$ cat config.mk
export PLATFORM = sky130hd
export DESIGN_NAME = spi_tx_core
export DESIGN_NICKNAME = d
export VERILOG_FILES = /design/src/rtl/spi_pkg.sv /design/src/rtl/spi_tick_gen.sv /design/src/rtl/spi_tx_core.sv
export SDC_FILE = /design/constraint.sdc
export NUM_CORES = 1
export LEC_CHECK = 0
export BUFFER_PORTS_ARGS = -buffer_cell sky130_fd_sc_hd__buf_2
export CAP_MARGIN = 5
export CORE_ASPECT_RATIO = 1.5
export CORE_UTILIZATION = 45
export CTS_CLUSTER_SIZE = 25
export DETAILED_ROUTE_END_ITERATION = 8
export PLACE_DENSITY = 0.68
export SETUP_SLACK_MARGIN = 0.5
export SLEW_MARGIN = 20
export SYNTH_ARGS = -nofsm -noshare
export SYNTH_HDL_FRONTEND = slang
export SYNTH_SLANG_ARGS = --single-unit
$ cat constraint.sdc
create_clock -name clk_in -period 1.7 [get_ports clk_in]
set_input_delay 0.34 -clock clk_in [delete_from_list [all_inputs] [get_ports clk_in]]
set_output_delay 0.34 -clock clk_in [all_outputs]
set_load 0.02 [all_outputs]
$ cat src/rtl/spi_pkg.sv
// Shared types and helpers for the SPI master transmit core.
package spi_pkg;

    // Frame sequencing: LEAD gives the first data bit one tick of setup
    // before the first rising edge, TRAIL holds CS one tick after the last
    // falling edge.
    typedef enum logic [1:0] {
        IDLE  = 2'd0,
        LEAD  = 2'd1,
        SHIFT = 2'd2,
        TRAIL = 2'd3
    } spi_state_t;

    // Width needed to count rising edges 0..size inclusive.
    function automatic int unsigned bitcnt_width(input int unsigned size);
        return $clog2(size + 1);
    endfunction

endpackage

$ cat src/rtl/spi_tick_gen.sv
// Programmable clock-enable divider: one-cycle tick every clk_count_max+1 cycles.
module spi_tick_gen
    import spi_pkg::*;
#(
    parameter int unsigned CLK_SIZE = 3
) (
    input  logic                clk_in,
    input  logic                reset_in,
    input  logic [CLK_SIZE-1:0] clk_count_max,
    output logic                tick_out
);

    logic [CLK_SIZE-1:0] count;
    logic                at_limit;

    // A compare of >= lets a lowered limit force an immediate wrap.
    always_comb begin
        at_limit = (count >= clk_count_max);
        tick_out = at_limit;
    end

    // Free-running counter that wraps whenever the limit is reached.
    always_ff @(posedge clk_in) begin
        if (reset_in) begin
            count <= '0;
        end else if (at_limit) begin
            count <= '0;
        end else begin
            count <= count + 1'b1;
        end
    end

endmodule

$ cat src/rtl/spi_tx_core.sv
// SPI mode-0 master transmit core: divider, MSB-first shifter and CS demux.
module spi_tx_core
    import spi_pkg::*;
#(
    parameter int unsigned SIZE     = 40,
    parameter int unsigned CS_SIZE  = 1,
    parameter int unsigned CLK_SIZE = 3
) (
    input  logic                clk_in,
    input  logic                reset_in,
    input  logic [SIZE-1:0]     data_in,
    input  logic [CLK_SIZE-1:0] clk_count_max,
    input  logic                send_enable_in,
    input  logic [CS_SIZE-1:0]  cs_select_in,
    output logic                sck_out,
    output logic                serial_out,
    output logic [CS_SIZE-1:0]  cs_out_n,
    output logic                busy_out
);

    localparam int unsigned CNT_W = bitcnt_width(SIZE);
    localparam logic [CNT_W-1:0] LAST_BIT = CNT_W'(SIZE);

    spi_state_t       state;
    logic [SIZE-1:0]  shreg;
    logic [CNT_W-1:0] bitcnt;
    logic             armed;
    logic             tick;

    spi_tick_gen #(
        .CLK_SIZE(CLK_SIZE)
    ) u_tick_gen (
        .clk_in       (clk_in),
        .reset_in     (reset_in),
        .clk_count_max(clk_count_max),
        .tick_out     (tick)
    );

    // Frame sequencer: all pin outputs are registered here and advance on ticks,
    // except abort and re-arm which act on every clock.
    always_ff @(posedge clk_in) begin
        if (reset_in) begin
            state      <= IDLE;
            sck_out    <= 1'b0;
            serial_out <= 1'b0;
            cs_out_n   <= '1;
            busy_out   <= 1'b0;
            armed      <= 1'b1;
            shreg      <= '0;
            bitcnt     <= '0;
        end else begin
            if (busy_out && !send_enable_in) begin
                // Request withdrawn mid-frame: release the bus, MOSI holds.
                state    <= IDLE;
                sck_out  <= 1'b0;
                cs_out_n <= '1;
                busy_out <= 1'b0;
            end else if (tick) begin
                unique case (state)
                    IDLE: begin
                        sck_out  <= 1'b0;
                        if (send_enable_in && armed) begin
                            shreg      <= data_in;
                            serial_out <= data_in[SIZE-1];
                            cs_out_n   <= ~cs_select_in;
                            busy_out   <= 1'b1;
                            bitcnt     <= '0;
                            state      <= LEAD;
                        end
                    end
                    LEAD: begin
                        sck_out <= 1'b1;
                        bitcnt  <= CNT_W'(1);
                        state   <= SHIFT;
                    end
                    SHIFT: begin
                        if (!sck_out) begin
                            sck_out <= 1'b1;
                            bitcnt  <= bitcnt + 1'b1;
                        end else begin
                            sck_out <= 1'b0;
                            if (bitcnt == LAST_BIT) begin
                                state <= TRAIL;
                            end else begin
                                // Rotate rather than shift so every stored bit
                                // stays live; only the next-MSB is ever observed.
                                shreg      <= {shreg[SIZE-2:0], shreg[SIZE-1]};
                                serial_out <= shreg[SIZE-2];
                            end
                        end
                    end
                    TRAIL: begin
                        sck_out  <= 1'b0;
                        cs_out_n <= '1;
                        busy_out <= 1'b0;
                        armed    <= 1'b0;
                        state    <= IDLE;
                    end
                    default: begin
                        state <= IDLE;
                    end
                endcase
            end

            // Any low request re-arms; written last so it wins over TRAIL.
            if (!send_enable_in) begin
                armed <= 1'b1;
            end
        end
    end

endmodule

Word-level counts from Yosys, hierarchy flattened
Index checks and enable logic that the tools add are counted.

operators by class
  add/sub/neg operators = 2
  bitwise gates (word level) = 3
  magnitude comparators = 1
  divide/modulo/power cells = 0
  shift-type cells = 0
  muxes and demuxes = 21
  equal/unequal tests = 9
  reductions and logical operators = 16
  $mul = 0

operators by type and width
  operator                                       count
  2-to-1 mux 40 bit                              3
  one-hot mux 40 bit (2 select lines)            1
  one-hot mux 6 bit (3 select lines)             1
  2-to-1 mux 6 bit                               2
  != test 2 bit, second input constant           5
  one-hot mux 2 bit (4 select lines)             1
  OR reduction 2 bit                             4
  adder 6 x 1 -> 6 bit, second input constant    1
  == test 6 bit, second input constant           1
  2-to-1 mux 1 bit                               6
  2-to-1 mux 2 bit                               3
  one-hot mux 1 bit (2 select lines)             3
  AND reduction 3 bit                            2
  AND reduction 6 bit                            1
  AND reduction 5 bit                            1
  == test 2 bit, second input constant           2
  AND reduction 4 bit                            1
  nonzero test 2 bit                             2
  adder 3 x 1 -> 3 bit, second input constant    1
  greater-or-equal comparator 3 bit              1
  NOT 1 bit                                      3
  one-hot mux 1 bit (3 select lines)             1
  nonzero test 3 bit                             1
  == test 2 x 1 -> 1 bit, second input constant  1
  3 further kinds                                4

storage, ports and cells
  latch bits = 0
  input port bits = 47
  bits in registers = 56
  memories kept = 0
  logic and storage cells = 61
  output and inout port bits = 4
  bits in read-only memories = 0
  memory bits (writable) = 0

Depth between registers and ports, before layout
  depth in word-level cells = 4
  depth in mapped cells = 9
  mapped depth without buffers = 6

Hierarchy
Synthesis repeated with hierarchy kept, for this count alone.

second synthesis, totals
  cells, all modules = 292
  area, all modules = 3010.4 um2

modules (own cells, without submodules)
  module        area an instance (um2)  instances  cells each
  spi_tx_core   2817.7                  1          274
  spi_tick_gen  192.7                   1          18

Worst setup path before layout
No wires, ideal clock.

  path kind = flip-flop to flip-flop
  from = register state[0]
  to = register shreg[0]
  path buffers = 2
  slack = -0.046 ns
  period minus slack after synthesis = 1.746 ns
  arrival time = 1.665 ns
  cell stages (with the launch flop) = 9
  setup time = 0.081 ns
  cells stage by stage = dfxtp_1 > inv_1 > ha_1 > o21bai_1 > and2_1 > buf_2 > clkbuf_1 > a31oi_1 > a211oi_2

on the way
  cells in the longest elaborated chain, start to end = 3

RTL lines
  item                                                                         RTL line           RTL
  start, declared                                                              spi_tx_core.sv:24  spi_state_t state;
  start signal, assigned                                                       spi_tx_core.sv:43  state <= IDLE;
  start signal, assigned                                                       spi_tx_core.sv:54  state <= IDLE;
  start signal, assigned                                                       spi_tx_core.sv:68  state <= LEAD;
  == test 2 bit / logical NOT 2 bit (equally long branches)                    spi_tx_core.sv:59  unique case (state)
  != test 2 bit (no source line) / nonzero test 2 bit (equally long branches)  n/a
  AND reduction 6 bit (no source line)                                         n/a
  end signal, assigned                                                         spi_tx_core.sv:63  shreg <= data_in;
  end signal, assigned                                                         spi_tx_core.sv:87  shreg <= {shreg[SIZE-2:0], shreg[SIZE-1]};
  end, declared                                                                spi_tx_core.sv:25  logic [SIZE-1:0] shreg;

Parallel ways exist; a longest one is shown, timed or not.
A chain may end at the register's enable or synchronous reset.

Worst setup path after layout
  from = register state[0]
  to = register shreg[34]

The elaborated chain is that of the path after synthesis.

==> results_tabular.tex <==
\begin{tabular}{lr}
\hline
Metric & Value \\
\hline
\multicolumn{2}{l}{\textbf{Cells and area}} \\
\quad Diode count & 0 \\
\quad Count of non-filler cells in the finished layout & 449 \\
\quad Layout cell share with drive strength beyond 1 & 50.9\% \\
\quad Final \#Nets & 429 \\
\quad Area grow syn2layout & 34.8\% \\
\quad Number of fill cells in the layout & 542 \\
\quad Share of the core filled with cells & 63.9\% \\
\multicolumn{2}{l}{\textbf{Worst setup path}} \\
\quad CP Class & flop to flop \\
\quad Critical path arrival & 1.94 ns \\
\quad Startpoint Class & flop \\
\quad Largest fanout on the critical path & 10 \\
\quad Worst EP required & 1.91 ns \\
\quad Setup crit end kind & flop \\
\multicolumn{2}{l}{\textbf{Power and ir drop}} \\
\quad Worst VDD drop & 633 µV \\
\quad Areal power density over the cells & 1050 nW/µm² \\
\quad Leakage & roughly 1.5 nW \\
\multicolumn{2}{l}{\textbf{GRT}} \\
\quad Overall track demand over capacity in global routing & around 22\% \\
\quad Pin count of the biggest net entering global routing & 51 \\
\quad Antenna violations before repair & 0 \\
\quad Wire length of the first global-routing pass & 13100 µm \\
\quad Overall overflow remaining after global route & 0 \\
\quad Number of global-route vias before repair & 2667 \\
\multicolumn{2}{l}{\textbf{Timing}} \\
\quad Final clock skew & 0.00824 ns \\
\quad Setup-violating endpoint count in the final report & 16 \\
\quad Slew at the pin closest to its max-slew limit & 0.433 ns \\
\quad Maximum clock frequency & about 0.58 GHz \\
\quad Post-route setup slack & -0.0311 ns \\
\quad Final worst path period need & 1.73 ns \\
\quad Hold Fails Final Rpt & 0 \\
\quad Worst max-slew margin expressed relative to the limit & 71.2\% \\
\quad Max-slew violation count & 0 \\
\quad Setup TNS Final & -0.304 ns \\
\quad Final worst-path cycle share & 102\% \\
\quad Setup repair after global routing missed its margin & true \\
\multicolumn{2}{l}{\textbf{Floorplanning}} \\
\quad Die span in y & 104 µm \\
\quad Core area & 6580 µm² \\
\quad Number of core rows & 36 \\
\quad DIE AREA & 7270 µm² \\
\quad Number of top-level pins & 51 \\
\quad Width of the die & 70.0 µm \\
\quad Initial core utilization & 47.4\% \\
\multicolumn{2}{l}{\textbf{Place}} \\
\quad Count of buffers inserted at the top-level ports & 50 \\
\quad Final RePlAce weighted congestion & about 0.84 \\
\quad Dpl cells & 420 \\
\quad Dpl hpwl & 4810 µm \\
\quad Pre-CTS setup slack & -0.126 ns \\
\multicolumn{2}{l}{\textbf{Yosys}} \\
\quad Post-synthesis net count & roughly 360 \\
\quad Cell variety after synth & 41 \\
\quad Synthesized area divided by synthesized cell count & 10.3 µm² \\
\quad Seq cells post-synth & 55 \\
\quad Part of the Yosys area used for sequential elements & 35.3\% \\
\quad Leading area contributor after synthesis & dfxtp\_1 \\
\quad Post-synthesis instance total & between 300 and 400 \\
\quad Top-area cell type share of the netlist area & between 30\% and 40\% \\
\quad Top area cells in the synthesized netlist & dfxtp\_1, a211oi\_2, mux2i\_1 \\
\quad Post-synthesis instance area & 3120 µm² \\
\quad Number of synthesis warnings & 0 \\
\multicolumn{2}{l}{\textbf{Clocking}} \\
\quad Clock transition at path regs & $\sim$0.1 ns \\
\quad Number of clock sinks & 55 \\
\quad Maximum clock insertion buffer count & 2 \\
\quad Root Driver & clkbuf\_8 \\
\quad TritonCTS clock tree & done \\
\quad Number of buffers added to fix hold violations after cts & 0 \\
\quad Level count of the clock H-tree & 2 \\
\quad Number of clock buffers inserted by TritonCTS & 5 \\
\quad Clock insertion delay at the later pin of the skew report & 0.33 ns \\
\multicolumn{2}{l}{\textbf{Flow run}} \\
\quad Maximum Capacitance Violations & 0 \\
\multicolumn{2}{l}{\textbf{Route}} \\
\quad Vias per std cell & slightly below 6 \\
\quad Final routed wirelength across all metal layers & 7860 µm \\
\quad Number of search-and-repair iterations in the first detailed-routing pass & 4 \\
\quad Overall via count from detail\_route & 2679 \\
\quad Antenna-violating nets left & 0 \\
\quad Drt first-iter violations & 203 \\
\quad Routed wire length per instance & 17.5 µm \\
\quad DRC viols & 0 \\
\multicolumn{2}{l}{\textbf{Run status}} \\
\quad Violated checks & setup timing \\
\quad Run status & finished, violations left \\
\multicolumn{2}{l}{\textbf{Hold path}} \\
\quad Class of the worst hold path & input port to flop \\
\hline
\end{tabular}
layout make-up:
type                    count  area, µm²  area share [%]
multi-input cells         204       1990            47.2
flip-flops and latches     55       1120            26.6
repair buffers             95        813            19.4
well taps                  76       95.1            2.26
clock buffers               6       72.6            1.73
clock inverters             2       60.1            1.43
inverters                  11       56.3            1.34
cell families (layout without fill, tap and decap cells):
group	Yosys count	after routing	synth area share, %
muxes	41	41	13.2
DFF	55	55	35.3
buffers and inverters	43	114	8.95
AOI/OAI and AO/OA	112	112	31.0
adders and majority gates	10	10	4.01
xor gates and xnor gates	1	1	0.281
and+or+nand+nor	40	40	7.31
worst max-delay path, stage by stage, from the launching register on:
cell,delay (ns)
dfxtp_2,0.35
inv_2,0.06
ha_4,0.18
mux2i_2,0.17
a41oi_4,0.26
and3_4,0.33
clkbuf_16,0.20
a211oi_2,0.06
through the flow:
stage          hold WS [ns]  power (mW)  cell area, µm²
6_report              0.310        4.40            4200
5_1_grt               0.333        4.61            4200
4_1_cts               0.300        4.25            4060
3_5_place_dp          0.431        2.94            3630
3_3_place_gp          0.427        2.91            3630
2_1_floorplan         0.413        2.68            3300
where the power goes:
group          total [mW]  switching, mW  internal [mW]
Clock                1.05          0.462          0.589
Combinational        1.75          0.869          0.878
Sequential           1.61          0.120           1.49
cell usage in the layout, fill, tap and decap left out, types with 2 or more instances in the layout:
cell and count:
buf_2 46, bufinv_16 2, a21oi_2 3, ha_4 5
o31ai_4 2, nand3_1 7, nor3b_2 2, inv_2 3
buf_16 2, inv_1 5, nand2b_1 2, buf_6 12
dfxtp_4 3, ha_1 4, a21oi_4 2, buf_4 25
a31oi_1 41, dfxtp_2 6, nor3_1 3, buf_12 9
and3_4 2, o21ai_0 2, nor3_2 3, clkbuf_8 5
a211oi_2 40, a21oi_1 8, nand2_1 6, and3_1 2
mux2i_1 40, dfxtp_1 46
routing by layer:
metal	part of all wire [%]	up-vias	GRT usage, %
met5	0	-	0
met4	2.5	0	8.57
met3	3.2	18	4.17
met2	53	56	38.0
met1	42	1304	26.7
li1	-	1301	-
Yosys cell counts:
cell type       count
a31oi_1            42
o21ai_1             1
nor3b_2             1
or4_1               2
inv_2               1
o31ai_1             4
a21o_1              1
inv_1              10
and2_1              1
a211o_1             1
dfxtp_1            55
buf_2               8
xnor2_1             1
nor2_1              1
nor3_1              6
or4b_1              1
buf_6               1
clkbuf_1           15
buf_12              4
and4b_1             1
a21oi_1            13
nand2b_1            2
nor4_1              1
or3_1               1
a41o_1              1
nor2b_1             2
mux2i_1            41
ha_1               10
o21a_1              1
a41oi_2             1
nor3b_1             1
nand3_1             8
and3_1              4
a311o_1             1
a31o_1              1
a211oi_1            1
a211oi_2           40
dlymetal6s2s_1      4
nand2_1             8
o21bai_1            2
o21ai_0             2
registers in the layout (all words and copies together) (netlist names):
name              cells
serial_out            1
bitcnt                6
state                 2
shreg                39
armed                 1
sck_out               1
cs_out_n              1
u_tick_gen.count      3
busy_out              1
what timing repair did:
action	in CTS	in global routing
gates cloned	2	1
endpoints found under the setup margin	59	58
resized for setup	45	14
buffers inserted	13	5
pin swaps	13	20
worst paths after layout:
path / from / to / slack [ns] / cells past startpoint
setup reg to reg: state[0] / shreg[34] / -0.03 / 7
hold / removal: send_enable_in / armed / 0.31 / 3
setup / recovery: state[0] / shreg[34] / -0.03 / 7
hold reg to reg: armed / armed / 0.50 / 1
(Power assumes the default switching activity.)
